===== src/rtl/fpmult_issue_if.sv =====
// Issue/collect handshake bundle: operand stream in, multiplier taps, tagged result stream out.
// slave is the issue stage's view, master is the driving/consuming environment.
interface fpmult_issue_if #(
   parameter int TAGW = 4
);
   logic            in_valid;
   logic            in_ready;
   logic [31:0]     in_a;
   logic [31:0]     in_b;
   logic [TAGW-1:0] in_tag;
   logic [31:0]     mul_a;
   logic [31:0]     mul_b;
   logic [31:0]     mul_res;
   logic            out_valid;
   logic            out_ready;
   logic [31:0]     out_res;
   logic [TAGW-1:0] out_tag;
   logic            busy;

   modport slave (
      input  in_valid, in_a, in_b, in_tag, mul_res, out_ready,
      output in_ready, mul_a, mul_b, out_valid, out_res, out_tag, busy
   );

   modport master (
      output in_valid, in_a, in_b, in_tag, mul_res, out_ready,
      input  in_ready, mul_a, mul_b, out_valid, out_res, out_tag, busy
   );
endinterface


===== src/rtl/fpmult_issue.sv =====
// Issue/collect wrapper around a free-running LAT-stage FP32 multiplier; result valid LAT edges after fire.
// Credits (outstanding < DEPTH) gate in_ready, so the result FIFO never overflows and the multiplier never stalls.
module fpmult_issue #(
   parameter int LAT   = 3,
   parameter int DEPTH = 4,
   parameter int TAGW  = 4
) (
   input  logic          clk,
   input  logic          rst,
   fpmult_issue_if.slave bus
);
   localparam int PW = $clog2(DEPTH);
   localparam int CW = $clog2(DEPTH + 1);

   logic            in_ready;
   logic            out_valid;
   logic            fire;
   logic            pop;
   logic            wr;
   logic [CW-1:0]   outstanding;
   logic [CW-1:0]   count;
   logic [PW-1:0]   wr_ptr;
   logic [PW-1:0]   rd_ptr;
   logic [LAT-1:0]  sr_vld;
   logic [TAGW-1:0] sr_tag  [LAT];
   logic [31:0]     res_mem [DEPTH];
   logic [TAGW-1:0] tag_mem [DEPTH];

   // Credits cover both in-flight and stored ops, so a full count blocks issue.
   assign in_ready  = (outstanding < CW'(DEPTH));
   assign out_valid = (count != '0);
   assign fire      = bus.in_valid & in_ready;
   assign pop       = out_valid & bus.out_ready;
   assign wr        = sr_vld[LAT-1];

   assign bus.in_ready  = in_ready;
   assign bus.out_valid = out_valid;
   assign bus.mul_a     = fire ? bus.in_a : 32'h0;
   assign bus.mul_b     = fire ? bus.in_b : 32'h0;
   assign bus.out_res   = out_valid ? res_mem[rd_ptr] : 32'h0;
   assign bus.out_tag   = out_valid ? tag_mem[rd_ptr] : '0;
   assign bus.busy      = (outstanding != '0);

   always_ff @(posedge clk) begin
      if (!rst) begin
         outstanding <= '0;
         count       <= '0;
         wr_ptr      <= '0;
         rd_ptr      <= '0;
         sr_vld      <= '0;
      end else begin
         if (fire && !pop)
            outstanding <= outstanding + CW'(1);
         else if (pop && !fire)
            outstanding <= outstanding - CW'(1);

         sr_vld[0] <= fire;
         for (int k = 1; k < LAT; k++)
            sr_vld[k] <= sr_vld[k-1];

         if (wr && !pop)
            count <= count + CW'(1);
         else if (pop && !wr)
            count <= count - CW'(1);

         if (wr)
            wr_ptr <= wr_ptr + PW'(1);
         if (pop)
            rd_ptr <= rd_ptr + PW'(1);
      end
   end

   // Payload storage carries no reset; validity comes from sr_vld and count.
   always_ff @(posedge clk) begin
      sr_tag[0] <= bus.in_tag;
      for (int k = 1; k < LAT; k++)
         sr_tag[k] <= sr_tag[k-1];
      if (wr) begin
         res_mem[wr_ptr] <= bus.mul_res;
         tag_mem[wr_ptr] <= sr_tag[LAT-1];
      end
   end

   a_no_overflow: assert property (@(posedge clk) disable iff (!rst)
      !(wr && count == CW'(DEPTH)));
endmodule


===== src/flat_wrapper.sv =====
// flat-port wrapper written by rule: the top's interface ports become plain ports
module fpmult_issue_flat 
#(
   parameter int LAT   = 3,
   parameter int DEPTH = 4,
   parameter int TAGW  = 4
)
  (clk, rst, bus_in_valid, bus_in_a, bus_in_b, bus_in_tag, bus_mul_res, bus_out_ready, bus_in_ready, bus_mul_a, bus_mul_b, bus_out_valid, bus_out_res, bus_out_tag, bus_busy);
  fpmult_issue_if #(.TAGW(TAGW)) bus_i ();
  input  logic clk;
  input  logic rst;
  input wire logic [$bits(bus_i.in_valid)-1:0] bus_in_valid;
  input wire logic [$bits(bus_i.in_a)-1:0] bus_in_a;
  input wire logic [$bits(bus_i.in_b)-1:0] bus_in_b;
  input wire logic [$bits(bus_i.in_tag)-1:0] bus_in_tag;
  input wire logic [$bits(bus_i.mul_res)-1:0] bus_mul_res;
  input wire logic [$bits(bus_i.out_ready)-1:0] bus_out_ready;
  output wire logic [$bits(bus_i.in_ready)-1:0] bus_in_ready;
  output wire logic [$bits(bus_i.mul_a)-1:0] bus_mul_a;
  output wire logic [$bits(bus_i.mul_b)-1:0] bus_mul_b;
  output wire logic [$bits(bus_i.out_valid)-1:0] bus_out_valid;
  output wire logic [$bits(bus_i.out_res)-1:0] bus_out_res;
  output wire logic [$bits(bus_i.out_tag)-1:0] bus_out_tag;
  output wire logic [$bits(bus_i.busy)-1:0] bus_busy;
  assign bus_i.in_valid = bus_in_valid;
  assign bus_i.in_a = bus_in_a;
  assign bus_i.in_b = bus_in_b;
  assign bus_i.in_tag = bus_in_tag;
  assign bus_i.mul_res = bus_mul_res;
  assign bus_i.out_ready = bus_out_ready;
  assign bus_in_ready = bus_i.in_ready;
  assign bus_mul_a = bus_i.mul_a;
  assign bus_mul_b = bus_i.mul_b;
  assign bus_out_valid = bus_i.out_valid;
  assign bus_out_res = bus_i.out_res;
  assign bus_out_tag = bus_i.out_tag;
  assign bus_busy = bus_i.busy;
  fpmult_issue #(.LAT(LAT), .DEPTH(DEPTH), .TAGW(TAGW)) u_core (.clk(clk), .rst(rst), .bus(bus_i));
endmodule

===== config.mk =====
export PLATFORM = sky130hd
export DESIGN_NAME = fpmult_issue_flat
export DESIGN_NICKNAME = d
export VERILOG_FILES = /design/src/rtl/fpmult_issue_if.sv /design/src/rtl/fpmult_issue.sv /design/src/flat_wrapper.sv
export SDC_FILE = /design/constraint.sdc
export NUM_CORES = 1
export LEC_CHECK = 0
export BUFFER_PORTS_ARGS = -buffer_cell sky130_fd_sc_hd__buf_2
export CAP_MARGIN = 20
export CORE_AREA = 5 5 129 131
export CTS_BUF_LIST = sky130_fd_sc_hd__clkbuf_4 sky130_fd_sc_hd__clkbuf_8 sky130_fd_sc_hd__clkbuf_16
export DETAILED_ROUTE_END_ITERATION = 6
export DIE_AREA = 0 0 134 136
export GPL_TIMING_DRIVEN = 1
export PLACE_DENSITY = 0.83
export SETUP_SLACK_MARGIN = 0.2
export SKIP_CTS_REPAIR_TIMING = 1
export SLEW_MARGIN = 20
export SYNTH_ARGS = -nofsm -noshare
export SYNTH_HDL_FRONTEND = slang
export SYNTH_SLANG_ARGS = --single-unit

===== constraint.sdc =====
create_clock -name clk -period 2.1 [get_ports clk]
set_input_delay 0.105 -clock clk [delete_from_list [all_inputs] [get_ports clk]]
set_output_delay 0.105 -clock clk [all_outputs]
set_load 0.03 [all_outputs]

==> flow_results.org <==
** Clocking
- CTS built an H-tree with a depth of 4.
- TritonCTS built the clock tree.
- Clock-pin slew was measured on the worst setup and hold paths at 0.06 ns.
- # clock sinks :: 171
- The root buffer cell chosen for the clock tree is sky130_fd_sc_hd__clkbuf_16.
- Maximum number of buffers from clock root to sink :: 2
- Clock latency on the worst-skew pair, taken at its later pin, is 0.42 ns.
- Number of buffers inserted during clock tree synthesis :: 17

** Timing
- Headroom to the max-slew limit came out at 61.4%.
- The final count of hold timing violations came to 0.
- After layout, the worst setup slack is 0.103 ns.
- Actual transition at the worst max-transition pin :: 0.579 ns
- For the finished layout, the period the worst path requires is 2.00 ns.
- The number of slew-limit violations in the final report came to 0.
- Across the routed clock network, the largest skew measured is 0.00865 ns.
- Unrepaired setup endpoints after global routing :: yes
- Of the available clock period, the critical path in the final layout requires 95.1%.
- Static timing analysis puts the maximum clock frequency at 501 MHz.
- Setup violations remaining at the end of the flow were counted as 0.

** Placement
- Weighted congestion reported at the end of routability-driven placement :: 0.965
- At the placement stage, the worst setup path has a slack of 0.0443 ns.
- Final HPWL from detailed placement :: 10.3 mm
- Number of placed instances, taps included :: 766
- In this run the tool buffered the top-level ports with 206 buffer cells.

** Die
- The initialized floorplan defines 46 standard-cell rows.
- Core Box Area :: 15500 um2
- Die height :: 136 um
- The die covers 18200 um2.
- Ports placed on the boundary :: 207
- The initial utilization of the core area, before any placement, comes to 44.3%.
- Measured along the x axis, the die boundary spans 134 um.

** Logic synthesis
- Post-synthesis register bit count :: 171
- Synthesis handed over a netlist of 379 instances.
- Count of different cell masters after synthesis :: 25
- Cell area after technology mapping :: 6860 um2
- Yosys printed 0 warnings.
- Each instance of the synthesized netlist takes up on average 18.1 um2.
- Number of nets in the synthesized netlist :: 491
- Sequential cells were found to cover 70.9% of the synthesized design area.

** Final layout
- Layout Nets :: 749
- From synthesis to final layout, the design area changed by 36.0%.
- Multi-input gate area in the final layout :: 1880 um2
- Commonest non-fill, non-tap cell in the layout :: sky130_fd_sc_hd__buf_2
- Fraction of final layout cells with drive strength greater than 1 :: 46.6%
- Fill cells in the final layout number 1127.
- Commonest cells after routing, fill and taps aside :: sky130_fd_sc_hd__buf_2, sky130_fd_sc_hd__edfxtp_1, sky130_fd_sc_hd__and2_1
- Storage element area :: 4870 um2
- The finished layout holds 842 standard cells, fillers aside.
- Number of diodes added for antenna fixing :: 0

** Status
- The run finished with clean final reports.

** Drt
- Mean routed wirelength per cell :: 18.9 um
- Via-per-instance ratio :: 5.00
- Number of vias after detailed routing :: 4209
- Violation count after the first detailed-routing iteration :: 247
- After detailed routing, the total wire length is 16.0 mm.
- Post-route ant nets :: 0
- DR DRC count :: 0
- Before antenna repair, the detailed router went through 4 iterations.

** Global routing
- Vias in the first global route :: 4390
- Overflow left after global routing :: 0
- Aggregate global-route resource usage :: 17.0%
- The initial antenna violation count is 0.
- Global-route wire length before repair :: 23.2 mm
- Entering global routing, the biggest net connects 66 pins.

** Critical path
- Along the worst path, the maximum fanout reaches 7.
- At the worst endpoint, the arrival time is 1.89 ns.
- Data on the critical path is required at its endpoint by 2.00 ns.
- Setup CP Type :: reg -> out
- The worst setup path is captured at a primary output.
- Startpoint class of the critical path :: register

** Power
- The worst-case IR drop observed on VDD is 0.693 mV.
- P per Cell Area :: 1220 nW/um2
- In this run the static leakage power is 0.00368 uW.

** Worst hold path
- Hold/Removal Path Class :: in -> reg

** Run
- Max-cap violations :: 0
## where the power goes
part / switching [uW] / internal, uW
clock: 1220 / 1760
combinational: 2570 / 1890
sequential: 133 / 3810
## critical path, cell delays in order, from the launching register on
cell                        delay, ns
sky130_fd_sc_hd__dfxtp_4         0.43
sky130_fd_sc_hd__clkbuf_16       0.20
sky130_fd_sc_hd__mux4_2          0.51
sky130_fd_sc_hd__and2b_1         0.19
sky130_fd_sc_hd__buf_6           0.14
## final timing paths
kind,start,to,slack [ns],depth (start not counted)
max,register,bus_out_res[5],0.10,4
max reg2reg,u_core.count[2]$_SDFFE_PN0P_,u_core.outstanding[2]$_SDFFE_PN0P_,0.14,7
min reg2reg,u_core.sr_tag[0][5]$_DFF_P_,u_core.sr_tag[0][9]$_DFF_P_,0.33,0
min,rst,u_core.count[2]$_SDFFE_PN0P_,0.02,2
## state kept, by name (all words and copies together) (netlist names), named ones only
register	count
u_core.outstanding	3
u_core.sr_tag	12
u_core.sr_vld	3
u_core.rd_ptr	2
u_core.count	3
u_core.tag_mem	16
u_core.wr_ptr	2
u_core.res_mem	128
## cells in the mapped netlist, drive strengths merged
library cell / number / area (um2)
mux2i: 3 / 30.0
a21boi: 3 / 22.5
dfxtp: 27 / 541
and2: 76 / 475
o31ai: 1 / 7.51
and2b: 8 / 60.1
nor2b: 32 / 200
inv: 6 / 22.5
nor3: 1 / 10.0
fa: 2 / 40.0
xnor2: 3 / 26.3
xor2: 3 / 26.3
edfxtp: 144 / 4320
mux4: 36 / 826
o21ai: 3 / 15.0
or3: 4 / 25.0
ha: 6 / 75.1
nand2: 1 / 3.75
buf: 9 / 86.3
clkbuf: 11 / 42.5
## metrics by stage
step / hold WS [ns] / instance area, um2 / TNS [ns] / total power, uW / utilization, %
finish: 0.0238 / 9330 / 0 / 11400 / 60.2
global route: 0.0163 / 9330 / 0 / 11900 / 60.2
CTS: -0.250 / 8760 / -2.58 / 11000 / 56.6
detailed placement: 0.209 / 8180 / 0 / 8000 / 52.8
global placement: 0.207 / 8180 / 0 / 7930 / 52.8
floorplan: 0.133 / 6880 / 0 / 6850 / -
## area by class of cell
class,count,area share (%)
Clock buffer,23,5.62
Multi-Input combinational cell,182,20.1
Clock inverter,9,0.577
Inverter,6,0.242
Tap cell,192,2.58
Sequential cell,171,52.3
Timing Repair Buffer,259,18.6
## routing by layer
layer / vias to the layer above / track usage (%) / wire [um]
met5: - / 0 / 0
met4: 0 / 6.69 / 329
met3: 22 / 5.85 / 1280
met2: 215 / 30.3 / 8540
met1: 2050 / 18.8 / 5790
li1: 1922 / - / -
## kinds of logic after synthesis
logic type / count (synthesis) / share of synthesized area [%]
XOR/XNOR: 6 / 0.766
AND/OR/NAND/NOR: 122 / 11.3
multiplexers: 39 / 12.5
buffers and inverters: 26 / 2.21
AO/OA/AOI/OAI: 7 / 0.657
adder cells (fa/ha/maj): 8 / 1.68
flip-flops: 171 / 70.9
Power figures use the tool's default switching activity.
